**config.mk**
```make
export PLATFORM = sky130hd
export DESIGN_NAME = baseball_turn_ctrl
export DESIGN_NICKNAME = d
export VERILOG_FILES = /design/src/rtl/baseball_pkg.sv /design/src/rtl/digit_entry.sv /design/src/rtl/baseball_turn_ctrl.sv
export SDC_FILE = /design/constraint.sdc
export NUM_CORES = 1
export LEC_CHECK = 0
export BUFFER_PORTS_ARGS = -buffer_cell sky130_fd_sc_hd__buf_2
export CORE_MARGIN = 5
export CORE_UTILIZATION = 50
export DETAILED_ROUTE_END_ITERATION = 10
export GPL_TIMING_DRIVEN = 0
export PLACE_DENSITY = 0.75
export REMOVE_ABC_BUFFERS = 1
export SYNTH_ARGS = -nofsm -noshare
export SYNTH_HDL_FRONTEND = slang
export SYNTH_HIERARCHICAL = 1
export SYNTH_SLANG_ARGS = --single-unit
```
**constraint.sdc**
```tcl
create_clock -name clk -period 5.4 [get_ports clk]
set_input_delay 0.81 -clock clk [delete_from_list [all_inputs] [get_ports clk]]
set_output_delay 0.81 -clock clk [all_outputs]
set_load 0.02 [all_outputs]
```
**src/rtl/baseball_pkg.sv**
```systemverilog
// Shared types and constants for the two-player number-baseball game sequencer.
// Holds the FSM state encoding, winner codes and the digit acceptance rule.
package baseball_pkg;

    localparam int DIGIT_W = 4;
    localparam logic [DIGIT_W-1:0] MAX_DIGIT = 4'd9;
    localparam int MAX_WORD_W = 12;

    typedef enum logic [2:0] {
        ST_IDLE     = 3'd0,
        ST_SETUP_P1 = 3'd1,
        ST_SETUP_P2 = 3'd2,
        ST_TURN_P1  = 3'd3,
        ST_JUDGE_P1 = 3'd4,
        ST_TURN_P2  = 3'd5,
        ST_JUDGE_P2 = 3'd6,
        ST_OVER     = 3'd7
    } state_t;

    localparam logic [1:0] WIN_NONE = 2'b00;
    localparam logic [1:0] WIN_P1   = 2'b01;
    localparam logic [1:0] WIN_P2   = 2'b10;
    localparam logic [1:0] WIN_DRAW = 2'b11;

    // The word is right-aligned: the idx most recently entered digits sit in the low nibbles.
    function automatic logic digit_ok(input logic [MAX_WORD_W-1:0] word,
                                      input logic [1:0]            idx,
                                      input logic [DIGIT_W-1:0]    digit);
        logic ok;
        ok = (digit <= MAX_DIGIT);
        for (int k = 0; k < 3; k++) begin
            if ((k < int'(idx)) && (word[k*DIGIT_W +: DIGIT_W] == digit)) begin
                ok = 1'b0;
            end
        end
        return ok;
    endfunction

endpackage

```
**src/rtl/digit_entry.sv**
```systemverilog
// Shared digit shift register: accepts BCD digits with range/duplicate rejection,
// counts entered digits and flags the accept that completes the word.
module digit_entry
    import baseball_pkg::*;
#(
    parameter int NUM_DIGITS = 3
) (
    input  logic                            clk,
    input  logic                            rst,
    input  logic                            i_accept,
    input  logic [DIGIT_W-1:0]              i_digit,
    input  logic                            i_clear,
    output logic [NUM_DIGITS*DIGIT_W-1:0]   o_word,
    output logic [1:0]                      o_idx,
    output logic                            o_full,
    output logic                            o_invalid
);

    localparam int W = NUM_DIGITS * DIGIT_W;

    logic [W-1:0] r_word;
    logic [1:0]   r_idx;
    logic         r_invalid;
    logic         w_ok;

    assign w_ok = digit_ok(MAX_WORD_W'(r_word), r_idx, i_digit);

    // Combinational so the controller can change phase on the same edge the last digit lands.
    assign o_full = i_accept && w_ok && (r_idx == 2'(NUM_DIGITS - 1));

    always_ff @(posedge clk or posedge rst) begin
        if (rst) begin
            r_word    <= '0;
            r_idx     <= '0;
            r_invalid <= 1'b0;
        end else begin
            r_invalid <= i_accept && !w_ok;
            if (i_clear) begin
                r_word <= '0;
                r_idx  <= '0;
            end else if (i_accept && w_ok) begin
                r_word <= {r_word[W-DIGIT_W-1:0], i_digit};
                r_idx  <= r_idx + 2'd1;
            end
        end
    end

    assign o_word    = r_word;
    assign o_idx     = r_idx;
    assign o_invalid = r_invalid;

endmodule

```
**src/rtl/baseball_turn_ctrl.sv**
```systemverilog
// Game sequencer: collects both secrets, alternates guessing turns, hands each guess
// to the external judge over a level req / pulse ack handshake and resolves the winner.
module baseball_turn_ctrl
    import baseball_pkg::*;
#(
    parameter int NUM_DIGITS = 3,
    parameter int MAX_ROUNDS = 9
) (
    input  logic                            clk,
    input  logic                            rst,
    input  logic                            i_start,
    input  logic [3:0]                      i_digit_in,
    input  logic                            i_enter_p1,
    input  logic                            i_enter_p2,
    input  logic                            i_judge_ack,
    input  logic [1:0]                      i_judge_strike,
    input  logic [1:0]                      i_judge_ball,
    output logic                            o_guess_mode,
    output logic                            o_active_player,
    output logic [1:0]                      o_digit_idx,
    output logic [4*NUM_DIGITS-1:0]         o_secret_p1,
    output logic [4*NUM_DIGITS-1:0]         o_secret_p2,
    output logic [4*NUM_DIGITS-1:0]         o_guess_word,
    output logic                            o_judge_req,
    output logic [4*NUM_DIGITS-1:0]         o_target_word,
    output logic [1:0]                      o_last_strike,
    output logic [1:0]                      o_last_ball,
    output logic [3:0]                      o_round_cnt,
    output logic                            o_invalid_entry,
    output logic                            o_game_over,
    output logic [1:0]                      o_winner,
    output logic [2:0]                      o_state
);

    localparam int W = 4 * NUM_DIGITS;

    state_t       r_state;
    logic [W-1:0] r_secret_p1;
    logic [W-1:0] r_secret_p2;
    logic [W-1:0] r_guess_word;
    logic [W-1:0] r_target_word;
    logic         r_guess_mode;
    logic         r_active_player;
    logic         r_judge_req;
    logic [1:0]   r_last_strike;
    logic [1:0]   r_last_ball;
    logic [3:0]   r_round_cnt;
    logic         r_game_over;
    logic [1:0]   r_winner;
    logic         r_p1_hit;

    logic         w_accept;
    logic         w_ok;
    logic         w_full;
    logic         w_start;
    logic         w_clear;
    logic         w_p2_hit;
    logic [W-1:0] w_word;
    logic [W-1:0] w_next_word;
    logic [1:0]   w_idx;
    logic         w_invalid;

    // Only the player who owns the current phase may enter digits.
    always_comb begin
        w_accept = 1'b0;
        case (r_state)
            ST_SETUP_P1, ST_TURN_P1: w_accept = i_enter_p1;
            ST_SETUP_P2, ST_TURN_P2: w_accept = i_enter_p2;
            default:                 w_accept = 1'b0;
        endcase
    end

    assign w_start     = i_start && ((r_state == ST_IDLE) || (r_state == ST_OVER));
    assign w_clear     = w_start || w_full;
    assign w_ok        = digit_ok(MAX_WORD_W'(w_word), w_idx, i_digit_in);
    assign w_next_word = {w_word[W-DIGIT_W-1:0], i_digit_in};
    assign w_p2_hit    = (i_judge_strike == 2'(NUM_DIGITS));

    digit_entry #(
        .NUM_DIGITS (NUM_DIGITS)
    ) u_digit_entry (
        .clk        (clk),
        .rst        (rst),
        .i_accept   (w_accept),
        .i_digit    (i_digit_in),
        .i_clear    (w_clear),
        .o_word     (w_word),
        .o_idx      (w_idx),
        .o_full     (w_full),
        .o_invalid  (w_invalid)
    );

    always_ff @(posedge clk or posedge rst) begin
        if (rst) begin
            r_state         <= ST_IDLE;
            r_secret_p1     <= '0;
            r_secret_p2     <= '0;
            r_guess_word    <= '0;
            r_target_word   <= '0;
            r_guess_mode    <= 1'b0;
            r_active_player <= 1'b0;
            r_judge_req     <= 1'b0;
            r_last_strike   <= '0;
            r_last_ball     <= '0;
            r_round_cnt     <= '0;
            r_game_over     <= 1'b0;
            r_winner        <= WIN_NONE;
            r_p1_hit        <= 1'b0;
        end else begin
            case (r_state)
                ST_IDLE, ST_OVER: begin
                    if (i_start) begin
                        r_state         <= ST_SETUP_P1;
                        r_secret_p1     <= '0;
                        r_secret_p2     <= '0;
                        r_guess_word    <= '0;
                        r_target_word   <= '0;
                        r_guess_mode    <= 1'b1;
                        r_active_player <= 1'b0;
                        r_judge_req     <= 1'b0;
                        r_last_strike   <= '0;
                        r_last_ball     <= '0;
                        r_round_cnt     <= '0;
                        r_game_over     <= 1'b0;
                        r_winner        <= WIN_NONE;
                        r_p1_hit        <= 1'b0;
                    end
                end
                ST_SETUP_P1: begin
                    if (w_accept && w_ok) begin
                        r_secret_p1 <= w_next_word;
                        if (w_full) begin
                            r_state         <= ST_SETUP_P2;
                            r_active_player <= 1'b1;
                        end
                    end
                end
                ST_SETUP_P2: begin
                    if (w_accept && w_ok) begin
                        r_secret_p2 <= w_next_word;
                        if (w_full) begin
                            r_state         <= ST_TURN_P1;
                            r_active_player <= 1'b0;
                            r_round_cnt     <= 4'd1;
                            r_guess_word    <= '0;
                        end
                    end
                end
                ST_TURN_P1: begin
                    if (w_accept && w_ok) begin
                        r_guess_word <= w_next_word;
                        if (w_full) begin
                            r_state       <= ST_JUDGE_P1;
                            r_judge_req   <= 1'b1;
                            r_guess_mode  <= 1'b0;
                            r_target_word <= r_secret_p2;
                        end
                    end
                end
                ST_JUDGE_P1: begin
                    // P2 always gets its turn, so a P1 hit is only remembered here.
                    if (i_judge_ack) begin
                        r_last_strike   <= i_judge_strike;
                        r_last_ball     <= i_judge_ball;
                        r_p1_hit        <= (i_judge_strike == 2'(NUM_DIGITS));
                        r_state         <= ST_TURN_P2;
                        r_judge_req     <= 1'b0;
                        r_guess_mode    <= 1'b1;
                        r_active_player <= 1'b1;
                        r_guess_word    <= '0;
                    end
                end
                ST_TURN_P2: begin
                    if (w_accept && w_ok) begin
                        r_guess_word <= w_next_word;
                        if (w_full) begin
                            r_state       <= ST_JUDGE_P2;
                            r_judge_req   <= 1'b1;
                            r_guess_mode  <= 1'b0;
                            r_target_word <= r_secret_p1;
                        end
                    end
                end
                ST_JUDGE_P2: begin
                    if (i_judge_ack) begin
                        r_last_strike <= i_judge_strike;
                        r_last_ball   <= i_judge_ball;
                        r_judge_req   <= 1'b0;
                        if (r_p1_hit || w_p2_hit) begin
                            r_state     <= ST_OVER;
                            r_game_over <= 1'b1;
                            r_winner    <= {w_p2_hit, r_p1_hit};
                        end else if (r_round_cnt == 4'(MAX_ROUNDS)) begin
                            r_state     <= ST_OVER;
                            r_game_over <= 1'b1;
                            r_winner    <= WIN_NONE;
                        end else begin
                            r_state         <= ST_TURN_P1;
                            r_round_cnt     <= r_round_cnt + 4'd1;
                            r_guess_mode    <= 1'b1;
                            r_active_player <= 1'b0;
                            r_guess_word    <= '0;
                            r_p1_hit        <= 1'b0;
                        end
                    end
                end
                default: r_state <= ST_IDLE;
            endcase
        end
    end

    assign o_guess_mode    = r_guess_mode;
    assign o_active_player = r_active_player;
    assign o_digit_idx     = w_idx;
    assign o_secret_p1     = r_secret_p1;
    assign o_secret_p2     = r_secret_p2;
    assign o_guess_word    = r_guess_word;
    assign o_judge_req     = r_judge_req;
    assign o_target_word   = r_target_word;
    assign o_last_strike   = r_last_strike;
    assign o_last_ball     = r_last_ball;
    assign o_round_cnt     = r_round_cnt;
    assign o_invalid_entry = w_invalid;
    assign o_game_over     = r_game_over;
    assign o_winner        = r_winner;
    assign o_state         = r_state;

endmodule

```
==> results.yml <==
place:
  hpwl_mm: 7.88
  place_area_um2: 4870
  pre_cts_slack_ns: 1.00
  routabilityCongestion: 0.839
  dp_cells: 612
  io_buffers: 81
critical_path:
  cp_top_family: "simple AND/OR/NAND/NOR gates"
  crit_type: "flip-flop to flip-flop"
  endpoint_kind: "flip-flop"
  cp_slowest_cell: "nor3_1"
  crit_fanout: 27
  startpoint_type: "flip-flop"
  rr_endpoint: "o_guess_word[6]$_DFFE_PP0P_"
  ff2ff_setup_slack_ns: 1.37
  crit_buf_inv: 1
  reg2reg_from: "o_state[1]$_DFFE_PP0P_"
  critPathMaxStageDelay_ns: 0.70
  arrival_ns: 4.32
  critPathLaunch: "o_state[1]$_DFFE_PP0P_"
  cp.required_ns: 5.69
  worstRegToRegCells: 8
  path_cells: "ha_1 -> a22oi_1 -> o22ai_2 -> o311a_1 -> nand3_2 -> nor3_1 -> clkbuf_4 -> a22o_1"
sta:
  grt_setup_unrepaired: "no"
  hold_viol: 0
  fin_skew_ns: 0.0160
  max_clock_freq_mhz: 248
  postLayoutSetupSlackWorst_ns: 1.37
  worst_pin_slew_ns: 1.21
  setup_tns_ns: 0
  min_period_over_period_pct: 74.7
  layout_min_cycle_time_ns: 4.03
  slew_viol_final: 0
  maxSlewHeadroom_pct: 18.9
  final-setup-viol-count: 0
global_route:
  antenna_found_initial: 0
  gr-total-overflow: 0
  globalRoute.busiestLayer: "met2"
  grt_max_degree: 67
  grt_first_pass_wirelength_mm: 18.9
  track_usage_pct: 20.9
  gr-usage-met2_pct: 32.6
  met3_usage_pct: 5.36
  met1_usage_pct: 28.7
  grt_pass1_vias: 3710
floorplanning:
  ios: 82
  floorplan.initialDensity_pct: 51.5
  std_cell_rows: 34
  die_w_um: 105
  fp.coreArea_um2: 8720
  fp.dieH_um: 105
  dieArea_um2: 11000
clocking:
  cts_num_sinks: 81
  cts.reportedPaths.clkPinSlew_ns: 0.09
  clock-root-buffer: "clkbuf_8"
  hold_buffers: 0
  ctsResizeCount: 0
  clk_latency_ns: 0.36
  cts_setup_buffers: 0
  cts_tree: "yes"
  cts_buffers: 9
  clockBufferDepth: 2
  h-tree-depth: 3
synthesis:
  synth_top_area_cell: "dfrtp_1"
  synth_flop_cell: "dfrtp_1"
  syn_area_per_cell_um2: 10.0
  syn_inst: 449
  synth_most_common_cell: "dfrtp_1"
  yosysWarningCount: 6
  ys_types: 56
  synth_adder_area_share_pct: 2.51
  synthSimpleGateAreaFrac_pct: 16.1
  yosysSeqAreaShare_pct: 45.2
  synth.area.mux_share_pct: 11.0
  ys_async_sr_fraction_pct: 100
  synth_edf_count: 0
  synth_area_um2: 4490
  synth_top_family_by_area: "compound AO/OA/AOI/OAI gates"
  synth-xor-area-share_pct: 4.10
  synth_common_cells: "dfrtp_1 (81), nand2_1 (58), mux2i_1 (48)"
  synth_seq_cells: 81
  synthTopCellsByArea: "dfrtp_1 (45%), mux2i_1 (11%), nand2_1 (4.8%)"
  synth.top_cell.area_share_pct: 45.2
  synth_compound_area_share_pct: 16.1
cells_and_area:
  antennaDiodeCount: 0
  layoutNonFillerInstCount: 629
  layout.nets: 539
  nFillCells: 762
  syn2layout_area_growth_pct: 13.2
  drive_above_1_share_pct: 21.7
  fin_area_um2: 5080
pwr:
  power_frac_comb_pct: 45.9
  pwr-share-clk_pct: 17.9
  intPower_mw: 1.40
  switching_share_pct: 45.2
  seq_power_share_pct: 36.2
  peakVddDrop_v: 0.000239
  leakage_nw: 2.51
  p_per_area_nw_per_um2: 505
  power.switching_mw: 1.16
  power_mw: 2.56
job:
  maxCapViolCount: 0
detailed_routing:
  dr.first_iter.drc_count: 193
  drtAntennaViolNets: 0
  drc_errors: 0
  wl_per_cell_um: 18.1
  first_pass_iters: 4
  num_vias: 3655
  avgViaCountPerCell: 5.81
  drt-total-wl_mm: 11.4
worst_hold_path:
  worst_hold_path_type: "flip-flop to flip-flop"
  hp-start: "o_game_over$_DFFE_PP0P_"
  holdPathEnd: "o_game_over$_DFFE_PP0P_"
  hold_depth: 2
outcome:
  status: "finished, final reports clean"
[through the flow]
step	hold WS, ns	util (%)
after floorplan	0.493	-
after global placement	0.455	55.8
after detailed placement	0.470	55.9
after CTS	0.492	58.2
after global routing	0.523	58.2
final	0.492	58.2
[routing by layer]
metal / share of wire, % / wire length, um / vias to the layer above
met5: 0 / 0 / -
met4: 1.0 / 119 / 0
met3: 7.3 / 828 / 13
met2: 46 / 5280 / 146
met1: 45 / 5150 / 1760
li1: - / - / 1736
[layout make-up]
| type | count | area, um^2 | share of cell area (%) |
|---|---|---|---|
| Clock buffer | 9 | 124 | 2.44 |
| Clock inverter | 7 | 76.3 | 1.50 |
| Inverter | 16 | 62.6 | 1.23 |
| Multi-Input combinational cell | 325 | 2230 | 44.0 |
| Sequential cell | 81 | 2030 | 39.9 |
| Tap cell | 108 | 135 | 2.66 |
| Timing Repair Buffer | 83 | 420 | 8.28 |
[cell usage in the layout (no fill, tap or decap), types with 10 or more instances in the layout]
master / count
mux2i_1: 48
nand3_1: 14
xnor2_1: 11
a22o_1: 16
a21oi_1: 12
nor2_1: 11
o21ai_1: 24
nor2b_1: 15
xor2_1: 10
inv_1: 15
nand2b_1: 15
dfrtp_1: 81
nand2_1: 58
o21ai_0: 16
buf_2: 81
[sequential cells by signal (all words and copies together) (netlist names)]
register	cells
o_guess_word	12
o_active_player	1
o_winner	2
r_p1_hit	1
o_last_ball	2
o_judge_req	1
u_digit_entry/o_idx	2
o_target_word	12
u_digit_entry/o_word	12
o_state	3
o_last_strike	2
o_secret_p2	12
o_secret_p1	12
u_digit_entry/o_invalid	1
o_game_over	1
o_guess_mode	1
o_round_cnt	4
[logic make-up after synthesis]
logic type | count (synthesis)
and+or+nand+nor | 140
AOI/OAI and AO/OA | 106
DFF | 81
muxes | 49
buffers and inverters | 43
xor gates and xnor gates | 21
adders and majority gates | 9
[power by group through the flow]
stage	clock [mW]	sequential, mW	combinational [mW]
after floorplan	0	1.03	0.699
after global placement	0	0.928	1.13
after detailed placement	0	0.933	1.17
after CTS	0.464	0.924	1.17
after global routing	0.491	0.950	1.28
final	0.458	0.928	1.18
[worst min-delay path, delay by kind of cell, from the launching register on]
| kind | cells | cell delay, ns |
|---|---|---|
| flops | 1 | 0.36 |
| simple gates | 2 | 0.11 |
[worst max path at each step]
stage,end,cells past startpoint
after global routing,o_guess_word[6]$_DFFE_PP0P_,8
after detailed placement,o_guess_word[11]$_DFFE_PP0P_,7
after global placement,o_guess_word[7]$_DFFE_PP0P_,7
after CTS,o_guess_word[6]$_DFFE_PP0P_,7
final,o_guess_word[6]$_DFFE_PP0P_,8
after floorplan,o_guess_word[0]$_DFFE_PP0P_,7
Power figures use the tool's default switching activity.
